==> src/rtl/iir_coeff_loader.sv <==
// Serial IIR coefficient loader: collects a b/a frame into a shadow bank and
// swaps it into the active bank atomically on a sample-boundary strobe.

module iir_coeff_slot #(
  parameter int W = 8
) (
  input  logic         clk,
  input  logic         rst_n,
  input  logic         ld,
  input  logic         swap,
  input  logic [W-1:0] d,
  output logic [W-1:0] q
);
  logic [W-1:0] shadow;

  // ld and swap are mutually exclusive: beats are refused while a swap is pending
  always_ff @(posedge clk or negedge rst_n) begin
    if (!rst_n) begin
      shadow <= '0;
      q      <= '0;
    end else begin
      if (ld)   shadow <= d;
      if (swap) q      <= shadow;
    end
  end
endmodule

module iir_coeff_loader #(
  parameter int M           = 2,
  parameter int COEFF_WIDTH = 8
) (
  input  logic                     clk,
  input  logic                     rst_n,
  input  logic [COEFF_WIDTH-1:0]   wr_data,
  input  logic                     wr_valid,
  input  logic                     wr_last,
  output logic                     wr_ready,
  input  logic                     update_en,
  output logic [COEFF_WIDTH*(M+1)-1:0] packed_b_coeffs,
  output logic [COEFF_WIDTH*M-1:0]     packed_a_coeffs,
  output logic                     pending,
  output logic                     updated,
  output logic                     frame_err
);
  localparam int N     = M + 1;
  localparam int L     = 2*M + 1;
  localparam int LAST  = 2*M;
  localparam int IDX_W = (L > 1) ? $clog2(L) : 1;

  typedef enum logic [1:0] {IDLE, LOAD, DRAIN, ARMED} state_t;

  state_t           state, state_nxt;
  logic [IDX_W-1:0] idx, idx_nxt;
  logic             err_nxt, swap, fire, collecting, at_last;

  assign fire       = wr_valid && wr_ready;
  assign collecting = (state == IDLE) || (state == LOAD);
  assign at_last    = (idx == IDX_W'(LAST));

  always_ff @(posedge clk or negedge rst_n) begin
    if (!rst_n) begin
      state     <= IDLE;
      idx       <= '0;
      frame_err <= 1'b0;
      updated   <= 1'b0;
    end else begin
      state     <= state_nxt;
      idx       <= idx_nxt;
      frame_err <= err_nxt;
      updated   <= swap;
    end
  end

  // IDLE behaves as LOAD at idx 0, which also covers the degenerate L==1 case
  always_comb begin
    state_nxt = state;
    idx_nxt   = idx;
    err_nxt   = 1'b0;
    swap      = 1'b0;
    case (state)
      IDLE, LOAD: begin
        if (fire) begin
          if (at_last) begin
            idx_nxt   = '0;
            state_nxt = wr_last ? ARMED : DRAIN;
            err_nxt   = !wr_last;
          end else if (wr_last) begin
            idx_nxt   = '0;
            state_nxt = IDLE;
            err_nxt   = 1'b1;
          end else begin
            idx_nxt   = idx + IDX_W'(1);
            state_nxt = LOAD;
          end
        end
      end
      DRAIN: begin
        if (fire && wr_last) state_nxt = IDLE;
      end
      ARMED: begin
        if (update_en) begin
          swap      = 1'b1;
          state_nxt = IDLE;
        end
      end
      default: state_nxt = IDLE;
    endcase
  end

  always_comb begin
    wr_ready = (state != ARMED);
    pending  = (state == ARMED);
  end

  logic [L-1:0][COEFF_WIDTH-1:0] slot_q;
  logic                          shadow_we;

  assign shadow_we = fire && collecting;

  for (genvar t = 0; t < L; t++) begin : g_slot
    iir_coeff_slot #(.W(COEFF_WIDTH)) u_slot (
      .clk   (clk),
      .rst_n (rst_n),
      .ld    (shadow_we && (idx == IDX_W'(t))),
      .swap  (swap),
      .d     (wr_data),
      .q     (slot_q[t])
    );
    if (t < N) begin : g_b
      assign packed_b_coeffs[COEFF_WIDTH*t +: COEFF_WIDTH] = slot_q[t];
    end else begin : g_a
      assign packed_a_coeffs[COEFF_WIDTH*(t-N) +: COEFF_WIDTH] = slot_q[t];
    end
  end
endmodule
==> config.mk <==
export PLATFORM = sky130hd
export DESIGN_NAME = iir_coeff_loader
export DESIGN_NICKNAME = d
export VERILOG_FILES = /design/src/rtl/iir_coeff_loader.sv
export SDC_FILE = /design/constraint.sdc
export NUM_CORES = 1
export LEC_CHECK = 0
export ABC_AREA = 1
export CORE_UTILIZATION = 57
export CTS_CLUSTER_SIZE = 25
export DETAILED_ROUTE_END_ITERATION = 16
export PLACE_DENSITY = 0.83
export RECOVER_POWER = 100
export SETUP_SLACK_MARGIN = 0.1
export SYNTH_ARGS = -nofsm -noshare
export SYNTH_HDL_FRONTEND = slang
export SYNTH_SLANG_ARGS = --single-unit
==> constraint.sdc <==
create_clock -name clk -period 2.7 [get_ports clk]
set_input_delay 0.81 -clock clk [delete_from_list [all_inputs] [get_ports clk]]
set_output_delay 0.81 -clock clk [all_outputs]
set_load 0.005 [all_outputs]
Yosys cells after proc, flatten, opt, wreduce, memory -nomap -nowiden

Cells that the tools add are included.

Reductions and logical operators: 15
Eq/ne operators: 11
Add/subtract/negate cells: 1
Multiplexer cells: 15

Operators with widths:

| cell                | number |
|---|---|
| $logic_and 1x1->1   | 8 |
| $mux 1              | 8 |
| $mux 2              | 4 |
| $ne 2x2->1 const B  | 4 |
| $eq 3x2->1 const B  | 2 |
| $mux 3              | 2 |
| $pmux 2 s3          | 1 |
| $eq 2x2->1 const B  | 2 |
| $add 3x1->3 const B | 1 |
| $eq 3x1->1 const B  | 1 |
| $eq 3x3->1 const B  | 1 |
| $logic_not 3->1     | 1 |
| $reduce_and 3->1    | 1 |
| $eq 2x1->1 const B  | 1 |
| $logic_not 2->1     | 1 |
| $reduce_and 2->1    | 1 |
| $reduce_or 2->1     | 1 |
| $logic_not 1->1     | 1 |
| $logic_or 1x1->1    | 1 |

Output and inout bits: 44
Register bits: 87
Word-level logic and storage cells: 56
Input port bits: 13

Depth between registers and ports, before layout

Word-level depth: 5
Depth in mapped cells: 7
Depth with buffers taken out: 7

Modules after synthesis

A second synthesis with hierarchy kept.

Cell total of the unflattened synthesis: 396
Area, all modules: 3514.6 µm²

Modules (own cells, without submodules):

| module           | cells each | instances | area an instance (µm²) |
|---|---|---|---|
| iir_coeff_slot   | 68         | 5         | 610.6 |
| iir_coeff_loader | 56         | 1         | 461.7 |

Least setup slack after synthesis

No wires, ideal clock.

Path kind: input port to flip-flop
Start point: input wr_valid
End point: register g_slot[1].u_slot.shadow[5]
Setup slack: 1018 ps
Cell stages on the path: 6
Arrival: 1561 ps
Required time: 2579 ps
Path through: inv_1 > nor2_4 > nand3_4 > buf_6 > nand2_1 > o21ai_2

Word-level cells in the longest chain between the ends: 3

RTL lines:

| element              | line | RTL |
|---|---|---|
| start, declared      | 35   | `input logic wr_valid,` |
| $logic_and 1x1->1    | 56   | `assign fire = wr_valid && wr_ready;` |
| $logic_and 1x1->1    | 118  | `assign shadow_we = fire && collecting;` |
| $logic_and 1x1->1    | 124  | `.ld (shadow_we && (idx == IDX_W'(t))),` |
| end signal, assigned | 19   | `shadow <= '0;` |
| end signal, assigned | 22   | `if (ld) shadow <= d;` |
| end, declared        | 14   | `logic [W-1:0] shadow;` |

Every way passes these cells.
A chain may end at the register's enable or synchronous reset.

Worst setup path in the final report

Start point: register state[1]
End point: output pending

Word-level cells in the longest chain between the ends: 1

RTL lines:

| element                | line | RTL |
|---|---|---|
| start, declared        | 52   | `state_t state, state_nxt;` |
| start signal, assigned | 67   | `state <= state_nxt;` |
| $eq 2x2->1             | 112  | `pending = (state == ARMED);` |
| end, declared          | 41   | `output logic pending,` |

Every way passes these cells.

==> metrics.cfg <==
[worst_setup_path]
start_kind=register
worstPathRequired_ns=1.89
cp_max_fo=5
crit_start=state[1]
rrSetupSlack_ns=0.71
r2r_cells=7
setup.worst_path.end_class=output port
r2r-end=state[0]
worstSetupPathType=register to output port
crit_end=pending
crit_arrival_ns=1.58
r2r-start=state[1]

[synthesis]
netlist-cell-type-count=19
synth_warnings=0
synthesis.nets=368
syn_area_mm2=0.00346
syn_area_per_cell_um2=9.88
synth_top_area_share=0.630
syn-instance-count=350
synthTopCellsByArea=dfrtp_1 63%, nand2_1 18%, o21ai_2 4.1%
synth-seq-area-share=0.630
synth_seq_cells=87
synth_area_leader_cell=dfrtp_1

[power]
p_int_w=0.00290
power_w=0.00416
switching_share=0.302
power_per_cell_area_mw_per_mm2=1000
pwr-share-clk=0.230
ir_drop_v=0.000501
power_frac_seq=0.515
power.leakage_nw=2.27
switching_power_w=0.00125
combPwrFrac=0.255

[timing]
fin_tns_setup_ns=0
skew_ns=0.00813
finalMaxSlewViolations=0
post-route-min-period_ns=2.39
slew_headroom=0.189
worst_slew_pin_slew_ns=1.22
finalSetupViolations=0
fin_crit_sh=0.884
rsz0062_at_grt=no
clock.fmax_ghz=0.419
finalHoldViolations=0
worst_slack_ns=0.314

[global_route]
track_usage=0.250
grt_max_degree=52
grt_overflow=0
grt_pass1_vias=2513
grt_pass1_wl_um=11700
antenna_found_initial=0

[clocking]
cts_setup_buffers=0
clk_path_buf_depth=2
cts_resized=0
path_clk_slew_ns=0.08
htreeDepth=3
cts_buffers=9
cts_sinks=87
postCtsHoldBufs=0
cts_tree=yes
clock_latency_ns=0.35
root_buffer=clkbuf_8

[routing]
first_iter_violations=188
via_count=2533
post-route-drc-count=0
drt-total-wl_um=6930
drt_pass1_iterations=4
antenna_left=0
wl_per_cell_um=14.2
via_per_inst=5.19

[cells_and_area]
n_antenna_cell=0
synthToLayoutAreaGrowth_pct=19.7
finalNonFillerCells=488
layout.nets=426
final_cell_mix=172 x nand2_1, 87 x dfrtp_1, 46 x dlygate4sd3_1, 36 x o21ai_0, 14 x inv_1
final_common_cell=nand2_1
final_layout_size_suffix_gt1_frac=0.0654
fin_area_mm2=0.00414

[placement]
place_area_mm2=0.00406
gp_congestion=0.814
hpwl_um=4720
placement.io_buffers=56
dp_slack_ns=0.360
placedCellCount=472

[outcome]
outcome=finished clean

[floorplan]
initial_core_util=0.587
fp.dieW_um=79.9
die-area_mm2=0.00638
die_h_um=79.9
row_count=28
io-pin-count=57
core_area_mm2=0.00589

[job]
cap_viol_max_count=0

[min_path]
hold_path.class=input pin to asynchronous set/reset pin

## worst min-delay path by stage
| stage | from | endpoint | slack (ns) |
|---|---|---|---|
| floorplan | g_slot[0].u_slot.shadow[0] | g_slot[0].u_slot.q[0] | 0.44 |
| finish | rst_n | g_slot[4].u_slot.q[6] | 0.40 |
| CTS | rst_n | g_slot[1].u_slot.q[2] | 0.42 |
| global placement | g_slot[0].u_slot.shadow[1] | g_slot[0].u_slot.q[1] | 0.45 |
| detailed placement | g_slot[0].u_slot.shadow[0] | g_slot[0].u_slot.q[0] | 0.46 |
| global route | rst_n | g_slot[4].u_slot.q[6] | 0.43 |
## critical path, stage by stage (launching register included)
cell	delay (ns)
dfrtp_1	0.47
nand2_1	0.14
inv_2	0.07
dlygate4sd3_1	0.56
## metrics by stage
stage | utilization | hold slack, ns
detailed placement | 0.690 | 0.461
floorplan | - | 0.442
CTS | 0.727 | 0.424
global route | 0.703 | 0.427
finish | 0.703 | 0.398
global placement | 0.690 | 0.454
## metal layers
| metal | part of all wire | vias up | GRT usage |
|---|---|---|---|
| li1 | - | 1217 | - |
| met1 | 0.44 | 1243 | 0.316 |
| met3 | 0.041 | 11 | 0.0480 |
| met2 | 0.50 | 62 | 0.415 |
| met5 | 0 | - | 0 |
| met4 | 0.017 | 0 | 0.114 |
## power by group through the flow
| stage | logic [W] | registers, W | clock network, W |
|---|---|---|---|
| floorplan | 0.000620 | 0.00212 | 0 |
| global placement | 0.00121 | 0.00214 | 0 |
| detailed placement | 0.00127 | 0.00217 | 0 |
| CTS | 0.00128 | 0.00215 | 0.000965 |
| global route | 0.00122 | 0.00220 | 0.00103 |
| finish | 0.00106 | 0.00214 | 0.000954 |
## Yosys cell counts
cell type,number
inv_2,3
buf_6,4
ha_1,5
nor2_1,2
nand3_4,4
a21oi_1,1
nand2_1,170
buf_4,4
inv_1,13
nand2_4,1
buf_2,5
o21ai_1,24
nand2_2,2
nand3_1,5
o21ai_2,16
o21ai_0,2
o22ai_1,1
nor2_4,1
dfrtp_1,87
## state kept, by name, indices dropped and copies added (netlist names)
register              cells
updated                   1
g_slot.u_slot.q          40
state                     2
g_slot.u_slot.shadow     40
frame_err                 1
idx                       3
## final cells by class
cell class,count,area [um2]
timing repair buffer,60,579
tap,75,93.8
clock buffer,12,165
inverter,16,60.1
sequential,87,2180
multi-input combinational,234,1010
clock inverter,4,52.6
fill,460,1750
## kinds of logic (layout without fill, tap and decap cells)
group / Yosys count / after routing / share of synthesized area
buffers and inverters: 29 / 92 / 0.0463
DFF: 87 / 87 / 0.630
AOI/OAI and AO/OA: 44 / 44 / 0.0814
and+or+nand+nor: 185 / 185 / 0.224
adders and majority gates: 5 / 5 / 0.0181
No activity file was read; power rests on OpenSTA's default activity.
==> variant, RTL diff (config.mk and constraints unchanged) <==
Make the reset (`rst_n`) synchronous in 2 clocked blocks.
--- a/src/rtl/iir_coeff_loader.sv
+++ b/src/rtl/iir_coeff_loader.sv
@@ -16,3 +16,3 @@
   // ld and swap are mutually exclusive: beats are refused while a swap is pending
-  always_ff @(posedge clk or negedge rst_n) begin
+  always_ff @(posedge clk) begin
     if (!rst_n) begin
@@ -59,3 +59,3 @@
 
-  always_ff @(posedge clk or negedge rst_n) begin
+  always_ff @(posedge clk) begin
     if (!rst_n) begin
Check against the original RTL: differs if rst_n is asserted again (counterexample within 4 cycles, from zero or initial values and one cycle with rst_n low); with rst_n held inactive, the same outputs for 10 cycles.
==> variant against the original RTL <==
Routed wire length increased by 11%; critical path depth is the same; final area is 0.88% higher; area after synthesis decreased by 0.54%; count of clock-buffer cells in the layout is the same; worst setup slack worse by 0.062 ns; sequential cell count did not move; clock skew decreased by 0.0010 ns; via count is 20% higher; non-clock buffer count increased by 4; utilization increased by 3.2 points; highest routed layer unchanged.
Power is not compared: it rests on default switching activity, and its combinational part moved more than twofold at a synthesized area within 25%.
==> variant: results (changes against the original RTL) <==
global_route:
  grtUsageMet1_pct: 33.7  # +2.1 points
  grt_pass1_wl_mm: 12.6  # +7.8%
  grt_use_total_pct: 25.8  # +0.89 points
  grt_pass1_vias: 2729  # +8.6%
  grtUsageMet2_pct: 42.0  # +0.43 points
  grt_max_degree: 42  # -19%
logic_synthesis:
  syn_nets: 491  # +33%
  synth_commonest_cells: "nand2_1, dfxtp_1, nor2_1"
  syn_area_per_cell_sq_um: 7.27  # -26%
  synthTopCellsByArea: "dfxtp_1, nand2_1, nor2_1"
worst_setup_path:
  worst_ep_arrival_time_ns: 1.64  # +0.06 ns
  critPathMaxStageDelay_ns: 0.58  # +0.02 ns
  cp-startpoint: "state[1]"
  rrSetupSlack_ns: 0.46  # -0.25 ns
drt:
  wl_met3_microns: 480  # +68%
  dr_total_vias: 3030  # +20%
  vias_per_cell: 5.08  # -2.2%
  post_drt_wl_per_cell_microns: 12.8  # -9.5%
  m1WireLength_mm: 3.45  # +14%
final_layout:
  fillers: 446  # -3.0%
  drive_gt1_share_pct: 4.38  # -2.2 points
sta:
  fmax_ghz: 0.408  # -2.5%
  finalClockSkew_ns: 0.00712  # -0.00101 ns
  hold_slack_ns: 0.462  # +0.0638 ns
  tightest_slew_ns: 0.809  # -0.408 ns
hold_path:
  hp-class: "reg -> reg"
place:
  routabilityCongestion: 0.815  # +0.22%
  dp_hpwl_mm: 5.01  # +6.1%
run_status:
  status: "finished clean"
## variant: cell types whose count changed in the layout (fill, tap and decap cells not counted), sizes merged, moves of 2 or more
cell,change
o21ai,-38
nand3,+36
nand2,-38
inv,+18
dfxtp,+87
clkinv,-2
nor2,+87
dfrtp,-87
buf,+3
a21oi,+42
## variant: final cells by class
class | count | area [sq um] | share of cell area [%]
clock inverter | 3 | 67.6 | 1.62
multi-input combinational | 324 | 1390 | 33.3
tap | 72 | 90.1 | 2.16
clock buffer | 12 | 145 | 3.48
sequential | 87 | 1740 | 41.7
timing repair buffer | 64 | 611 | 14.6
inverter | 35 | 131 | 3.15
## variant: cells by family after synthesis
| logic type | synth area share [%] |
|---|---|
| adders and majority gates | 1.82 |
| buffers and inverters | 7.90 |
| AOI/OAI and AO/OA | 7.06 |
| and+or+nand+nor | 32.6 |
| DFF | 50.7 |
## variant: worst min-delay path: stages, from the launching register on
cell	delay, ns
dfxtp_1	0.31
nand2_1	0.06
a21oi_1	0.05
